<file path="src/rtl/anffl_tex_etc2_quad_sequencer.sv">
// ============================================================================
// Module   : anffl_tex_etc2_quad_sequencer
// Purpose  : Feeds one 2x2 texel quad through a shared ETC2 block decoder.
//            It issues one texel per cycle and returns the packed RGBA quad.
// Revision : 1.0 - initial release
// ============================================================================
`default_nettype none

module anffl_tex_etc2_quad_sequencer #(
  parameter int FORCE_OPAQUE = 1,
  parameter int CNT_W        = 16
) (
  input  logic               clk,
  input  logic               rst,
  input  logic               in_valid,
  output logic               in_ready,
  input  logic [127:0]       in_block,
  input  logic [4:0]         in_format,
  input  logic [7:0]         in_u,
  input  logic [7:0]         in_v,
  input  logic [3:0]         in_mask,
  output logic [127:0]       dec_data,
  output logic [4:0]         dec_format,
  output logic [1:0]         dec_u,
  output logic [1:0]         dec_v,
  input  logic [7:0]         dec_r,
  input  logic [7:0]         dec_g,
  input  logic [7:0]         dec_b,
  input  logic [7:0]         dec_a,
  output logic               out_valid,
  input  logic               out_ready,
  output logic [127:0]       out_rgba,
  output logic [3:0]         out_mask,
  output logic               busy,
  output logic [CNT_W-1:0]   stat_texels
);

  typedef enum logic [1:0] {
    S_IDLE  = 2'd0,
    S_ISSUE = 2'd1,
    S_OUT   = 2'd2
  } state_t;

  state_t             r_state;
  state_t             w_state_nxt;
  logic               w_in_ready;
  logic               w_accept;
  logic [2:0]         w_first;
  logic [2:0]         w_next;
  logic [7:0]         w_alpha;

  logic [127:0]       r_block;
  logic [4:0]         r_format;
  logic [7:0]         r_u;
  logic [7:0]         r_v;
  logic [3:0]         r_mask;
  logic [1:0]         r_ptr;
  logic [1:0]         r_dec_u;
  logic [1:0]         r_dec_v;
  logic [127:0]       r_rgba;
  logic [CNT_W-1:0]   r_stat;

  // Returns {found, lane} for the lowest enabled lane.
  function automatic logic [2:0] f_first(input logic [3:0] m);
    f_first = 3'b000;
    for (int i = 3; i >= 0; i--) begin
      if (m[i]) f_first = {1'b1, 2'(i)};
    end
  endfunction

  // Returns {found, lane} for the lowest enabled lane above p.
  function automatic logic [2:0] f_after(input logic [3:0] m, input logic [1:0] p);
    f_after = 3'b000;
    for (int i = 3; i >= 0; i--) begin
      if (m[i] && (2'(i) > p)) f_after = {1'b1, 2'(i)};
    end
  endfunction

  assign w_first  = f_first(in_mask);
  assign w_next   = f_after(r_mask, r_ptr);
  assign w_accept = in_valid && w_in_ready;
  assign w_alpha  = (FORCE_OPAQUE != 0) ? 8'hFF : dec_a;

  always_ff @(posedge clk) begin
    if (rst) r_state <= S_IDLE;
    else     r_state <= w_state_nxt;
  end

  // Ready in OUT depends on out_ready so a new quad can follow with no bubble.
  always_comb begin
    w_state_nxt = r_state;
    w_in_ready  = 1'b0;
    case (r_state)
      S_IDLE: begin
        w_in_ready = 1'b1;
        if (in_valid) w_state_nxt = w_first[2] ? S_ISSUE : S_OUT;
      end
      S_ISSUE: begin
        if (!w_next[2]) w_state_nxt = S_OUT;
      end
      S_OUT: begin
        if (out_ready) begin
          w_in_ready  = 1'b1;
          w_state_nxt = in_valid ? (w_first[2] ? S_ISSUE : S_OUT) : S_IDLE;
        end
      end
      default: w_state_nxt = S_IDLE;
    endcase
  end

  always_ff @(posedge clk) begin
    if (rst) begin
      r_block  <= '0;
      r_format <= '0;
      r_u      <= '0;
      r_v      <= '0;
      r_mask   <= '0;
      r_ptr    <= '0;
      r_dec_u  <= '0;
      r_dec_v  <= '0;
      r_rgba   <= '0;
      r_stat   <= '0;
    end else if (w_accept) begin
      r_u    <= in_u;
      r_v    <= in_v;
      r_mask <= in_mask;
      r_rgba <= '0;
      // An empty quad leaves the decoder inputs untouched.
      if (w_first[2]) begin
        r_block  <= in_block;
        r_format <= in_format;
        r_ptr    <= w_first[1:0];
        r_dec_u  <= in_u[{w_first[1:0], 1'b0} +: 2];
        r_dec_v  <= in_v[{w_first[1:0], 1'b0} +: 2];
      end
    end else if (r_state == S_ISSUE) begin
      r_rgba[{r_ptr, 5'b00000} +: 32] <= {dec_r, dec_g, dec_b, w_alpha};
      r_stat <= r_stat + CNT_W'(1);
      if (w_next[2]) begin
        r_ptr   <= w_next[1:0];
        r_dec_u <= r_u[{w_next[1:0], 1'b0} +: 2];
        r_dec_v <= r_v[{w_next[1:0], 1'b0} +: 2];
      end
    end
  end

  assign in_ready    = w_in_ready;
  assign out_valid   = (r_state == S_OUT);
  assign busy        = (r_state != S_IDLE);
  assign dec_data    = r_block;
  assign dec_format  = r_format;
  assign dec_u       = r_dec_u;
  assign dec_v       = r_dec_v;
  assign out_rgba    = r_rgba;
  assign out_mask    = r_mask;
  assign stat_texels = r_stat;

endmodule

`default_nettype wire

</file>
<file path="config.mk">
export PLATFORM = sky130hd
export DESIGN_NAME = anffl_tex_etc2_quad_sequencer
export DESIGN_NICKNAME = d
export VERILOG_FILES = /design/src/rtl/anffl_tex_etc2_quad_sequencer.sv
export SDC_FILE = /design/constraint.sdc
export NUM_CORES = 1
export LEC_CHECK = 0
export ABC_AREA = 1
export CAP_MARGIN = 20
export CORE_AREA = 2 2 188 190
export DETAILED_ROUTE_END_ITERATION = 12
export DIE_AREA = 0 0 190 192
export GPL_ROUTABILITY_DRIVEN = 0
export GPL_TIMING_DRIVEN = 1
export PLACE_DENSITY_LB_ADDON = 0.08
export SLEW_MARGIN = 15
export SYNTH_ARGS = -nofsm -noshare
export SYNTH_HDL_FRONTEND = slang
export SYNTH_SLANG_ARGS = --single-unit
</file>
<file path="constraint.sdc">
create_clock -name clk -period 2.15 [get_ports clk]
set_input_delay 0.645 -clock clk [delete_from_list [all_inputs] [get_ports clk]]
set_output_delay 0.645 -clock clk [all_outputs]
set_load 0.02 [all_outputs]
</file>
# --- Word level (Yosys, flattened, before mapping) ---
# Cells that the tools add are included.
classes:
  n_addsub: 2
  order_cmp: 4
  n_eq_ne: 6
  n_shift: 6
  mux: 29
  n_bitwise: 1
  reduce_logical: 14
ops:
  columns: ["op", "n"]
  rows:
  - ["bitwise mux 128 bit", 1]
  - ["variable shift 32 x 9 -> 128 bit, first input constant", 1]
  - ["indexed part select 32 x 9 -> 128 bit", 1]
  - ["two-way mux 2 bit", 17]
  - ["indexed part select 8 x 4 -> 2 bit", 4]
  - ["two-way mux 3 bit", 8]
  - ["adder 16 x 1 -> 16 bit, second input constant", 1]
  - ["negation 7 -> 9 bit", 1]
  - ["case mux 2 bit (3 select lines)", 1]
  - ["AND reduction 3 bit", 2]
  - ["nonzero test 2 bit", 3]
  - ["logical AND 1 bit", 5]
  - ["greater-than comparator 1 x 2 -> 1 bit, first input constant", 2]
  - ["greater-than comparator 2 bit, first input constant", 2]
  - ["!= test 2 x 1 -> 1 bit, second input constant", 2]
  - ["!= test 2 bit, second input constant", 2]
  - ["AND reduction 2 bit", 2]
  - ["equality test 2 x 1 -> 1 bit, second input constant", 1]
  - ["equality test 2 bit, second input constant", 1]
  - ["zero test 2 bit", 1]
  - ["case mux 1 bit (2 select lines)", 1]
  - ["OR reduction 2 bit", 1]
  - ["two-way mux 1 bit", 1]
  - ["NOT 1 bit", 1]
word_totals:
  ff_bits: 305
  input_bits: 189
  output_inout_bits: 288
  wordCells: 73

# --- Logic depth before layout (Yosys ltp) ---
depth:
  word_depth: 10
  mapped_depth: 12
  depth_no_buf: 11

# --- Worst setup path before layout ---
# No wires, ideal clock.
synth_timing:
  path_type: "register to register"
  start: "register r_ptr[0]"
  end: "register r_rgba[86], in the netlist out_rgba[86]"
  setup_time_ps: 70
  arrival_time_ps: 2006
  setup_slack_ps: 74
  path_stages_with_launch: 9
  synth_period_minus_slack_ps: 2076
  cell_sequence: "dfxtp_1 -> clkinv_1 -> clkbuf_1 -> ha_1 -> inv_1 -> nor2_1 -> clkbuf_1 -> nand4_1 -> a21oi_1"
synth_between:
  elab_chain_len: 3
  elab_cells_between_ends: 4
  classes_between: "add/sub: 1; shift: 2; mux: 1"
synth_lines:
  columns: ["item", "line", "rtl"]
  rows:
  - ["from (decl)", "57", "logic [1:0] r_ptr;"]
  - ["from (signal assigned)", "132", "r_ptr <= w_first[1:0];"]
  - ["from (signal assigned)", "140", "r_ptr <= w_next[1:0];"]
  - ["negation 7 -> 9 bit *", "137", "r_rgba[{r_ptr, 5'b00000} +: 32] <= {dec_r, dec_g, dec_b, w_alpha};"]
  - ["indexed part select 32 x 9 -> 128 bit or variable shift 32 x 9 -> 128 bit (tied branches)", "137", null]
  - ["bitwise mux 128 bit *", "137", null]
  - ["to (signal, indexed assignment)", "137", null]
  - ["to (decl)", "60", "logic [127:0] r_rgba;"]
# Every way passes the cells marked *; elsewhere a longest branch is shown, timed or not.
# A chain may end at the register's enable or synchronous reset.

# --- Worst setup path after layout ---
layout_timing:
  start: "input port out_ready"
  end: "output port in_ready"
layout_between:
  elab_chain_len: 2
layout_lines:
  columns: ["item", "line", "rtl"]
  rows:
  - ["from (decl)", "31", "input logic out_ready,"]
  - ["two-way mux 1 bit", "102", "if (out_ready) begin"]
  - ["case mux 1 bit (2 select lines)", "93", "case (r_state)"]
  - ["to (decl)", "16", "output logic in_ready,"]
# No other way between the ends.

==> run_results.csv <==
group,metric,value,unit
sta,slew_headroom,68.52,%
synthesis,synth-edff-count,0,
detailed_routing,drt_pass1_iterations,5,
clock_tree,htreeDepth,1,
setup_path,path_class,"in2out",
sta,finalWorstSetupSlack,0.07971,ns
clock_tree,post-cts-setup-buffers,0,
synthesis,synth-seq-cells,277,
floorplanning,die_x,190,um
detailed_routing,drt_iter0_drc,600,
clock_tree,cts_root_buffer,"clkbuf_16",
sta,hold_viol,0,
clock_tree,cts_made_buffers,31,
final_layout,nNetsFinal,2049,
synthesis,yosysMostFrequentCell,"nor2_1",
clock_tree,clock_insertion_delay_worst_skew,0.55,ns
hold_path,worst_hold_path_type,"reg2reg",
floorplanning,fp-row-count,68,
grt,grt_pass1_vias,10580,
synthesis,yosysTopAreaCellShare,51.17,%
floorplanning,dieArea,36480,um^2
synthesis,async_flop_share,0,%
detailed_routing,dr_total_vias,10980,
floorplanning,die_y,192,um
setup_path,cp_max_fo,2,
grt,antenna_found_initial,0,
final_layout,areaGrowthSynthToFinish,54.53,%
setup_path,crit_arrival,1.43,ns
place,pre_cts_slack,-0.3586,ns
synthesis,syn_nets,1602,
grt,overflow,0,
synthesis,synth_common_cells,"343 x nor2_1, 277 x dfxtp_1, 208 x o21ai_0",
clock_tree,cts_sinks,277,
sta,setup_viol,0,
sta,finalMaxSlewViolations,0,
setup_path,reg2reg_slack,0.27,ns
detailed_routing,wire_per_inst,16.42,um
detailed_routing,final_antenna_net_count,0,
synthesis,netlist_instances,1407,
synthesis,synth_flop_cell,"dfxtp_1",
clock_tree,cts_hold_buf,0,
setup_path,worstSetupEndpointType,"output pin",
floorplanning,top_level_ports,477,
clock_tree,cts_tree,"built",
final_layout,antenna_cells,0,
power,ir_worst_vdd,563.0,uV
grt,grt_usage,20.10,%
floorplanning,start_util,31.61,%
job,maxCapViolCount,0,
final_layout,seq_area,5547,um^2
detailed_routing,via_per_inst,4.713,
synthesis,synthesis.yosys.warnings,0,
clock_tree,cts.clk_slew.worst_paths,0.06,ns
synthesis,synth_area,10840,um^2
detailed_routing,wirelength,38240,um
sta,worst_pin_slew,0.4715,ns
sta,max_freq,0.4830,GHz
final_layout,nFillCells,3487,
run_status,status,"finished clean",
synthesis,postSynthAreaPerCell,7.703,um^2
grt,grt_max_degree,50,
floorplanning,coreArea,34290,um^2
sta,skew,0.004835,ns
sta,rsz0062_at_grt,"false",
power,leakage,7.859,nW
sta,fin_crit_sh,96.29,%
clock_tree,clockBufferDepth,3,
place,io_buffers,468,
detailed_routing,drcViolationCount,0,
synthesis,netlist_top_cells_area,"dfxtp_1 51%, nor2_1 12%, o21ai_0 9.6%",
grt,grt_first_pass_wirelength,58820,um
sta,period_needed,2.070,ns
synthesis,synth_top_cell_by_area,"dfxtp_1",
sta,tns,0,ns
setup_path,crit_path_start_kind,"input port",
final_layout,multi_input_area,4344,um^2
synthesis,ys_seq_area_share,51.17,%
synthesis,ys_types,34,
power,power.density,800.1,nW/um^2
final_layout,drive_gt1_share,8.004,%
place,post-dp-hpwl,28040,um
setup_path,cp.required,1.50,ns
==> cell families (layout without fill, tap and decap cells) <==
| logic type | after synthesis | after routing | share of synthesized area, % |
|---|---|---|---|
| adder cells (fa/ha/maj) | 6 | 6 | 0.6927 |
| flip-flops | 277 | 277 | 51.17 |
| buffers and inverters | 198 | 665 | 9.005 |
| AO/OA/AOI/OAI | 344 | 344 | 16.57 |
| AND/OR/NAND/NOR | 580 | 580 | 22.41 |
| XOR/XNOR | 2 | 2 | 0.1617 |
==> flip-flops by register name, indices dropped and copies added (netlist names) <==
name	flops
dec_data	128
out_rgba	100
stat_texels	16
r_u	8
r_v	8
dec_format	5
out_mask	4
dec_u	2
dec_v	2
r_ptr	2
r_state	2
==> what timing repair did <==
item                                    CTS  global route
gates resized for setup                 285            18
endpoints found under the setup margin  280            31
gates cloned                              0             0
pin swaps                                 0             0
==> metal layers <==
metal | vias up | track usage [%] | part of all wire [%]
met5 | - | 0 | 0
met4 | 0 | 6.828 | 3.4
met3 | 73 | 6.084 | 8.5
met2 | 393 | 33.90 | 47
met1 | 5042 | 24.35 | 41
li1 | 5468 | - | -
==> placed cells by master, fill, tap and decap left out, drive strengths merged, types with 2 or more instances in the layout <==
master / instances
nor2: 353
dfxtp: 277
dlygate4sd2: 276
o21ai: 225
clkdlybuf4s50: 180
nand2: 143
a21oi: 91
inv: 79
buf: 66
clkbuf: 48
nor3: 31
nand4: 26
a22oi: 24
nand3: 22
dlymetal6s2s: 9
ha: 6
clkinv: 4
nand3b: 3
xor2: 2
==> cell type report <==
type | instances | area share [%]
Clock buffer | 47 | 5.469
Tap cell | 455 | 3.399
Clock inverter | 6 | 0.3437
Multi-Input combinational cell | 932 | 25.94
Sequential cell | 277 | 33.12
Timing Repair Buffer | 533 | 29.90
Inverter | 79 | 1.830
==> critical path: stages <==
cell	delay, ns
clkdlybuf4s50_1	0.48
nand2_1	0.07
nand2_2	0.07
buf_2	0.16
==> stage by stage <==
step	hold WS [ns]	util, %	cells	total power [W]	area [um^2]
6_report	0.4496	48.84	2329	0.01340	16750
5_1_grt	0.4739	48.84	2329	0.01406	16750
2_1_floorplan	0.4245	-	1407	0.007160	10840
4_1_cts	0.4513	48.73	2329	0.01359	16710
3_3_place_gp	0.4350	46.90	2276	0.008624	16080
3_5_place_dp	0.4428	46.90	2276	0.008630	16080
==> power by group <==
part           total [W]  internal, W  leakage, nW  switching [W]
combinational    0.00265      0.00106         5.11        0.00159
clock            0.00511      0.00302        0.479        0.00209
sequential       0.00564      0.00548         2.27       0.000164
total             0.0134      0.00955         7.86        0.00385
==> worst paths after layout <==
kind,from,end,cells past startpoint
setup / recovery,out_ready,in_ready,4
hold / removal,r_u[3],r_u[3],2
setup reg to reg,r_ptr[0],out_rgba[115],7
hold reg to reg,r_u[3],r_u[3],2
No activity file was read; power rests on OpenSTA's default activity.
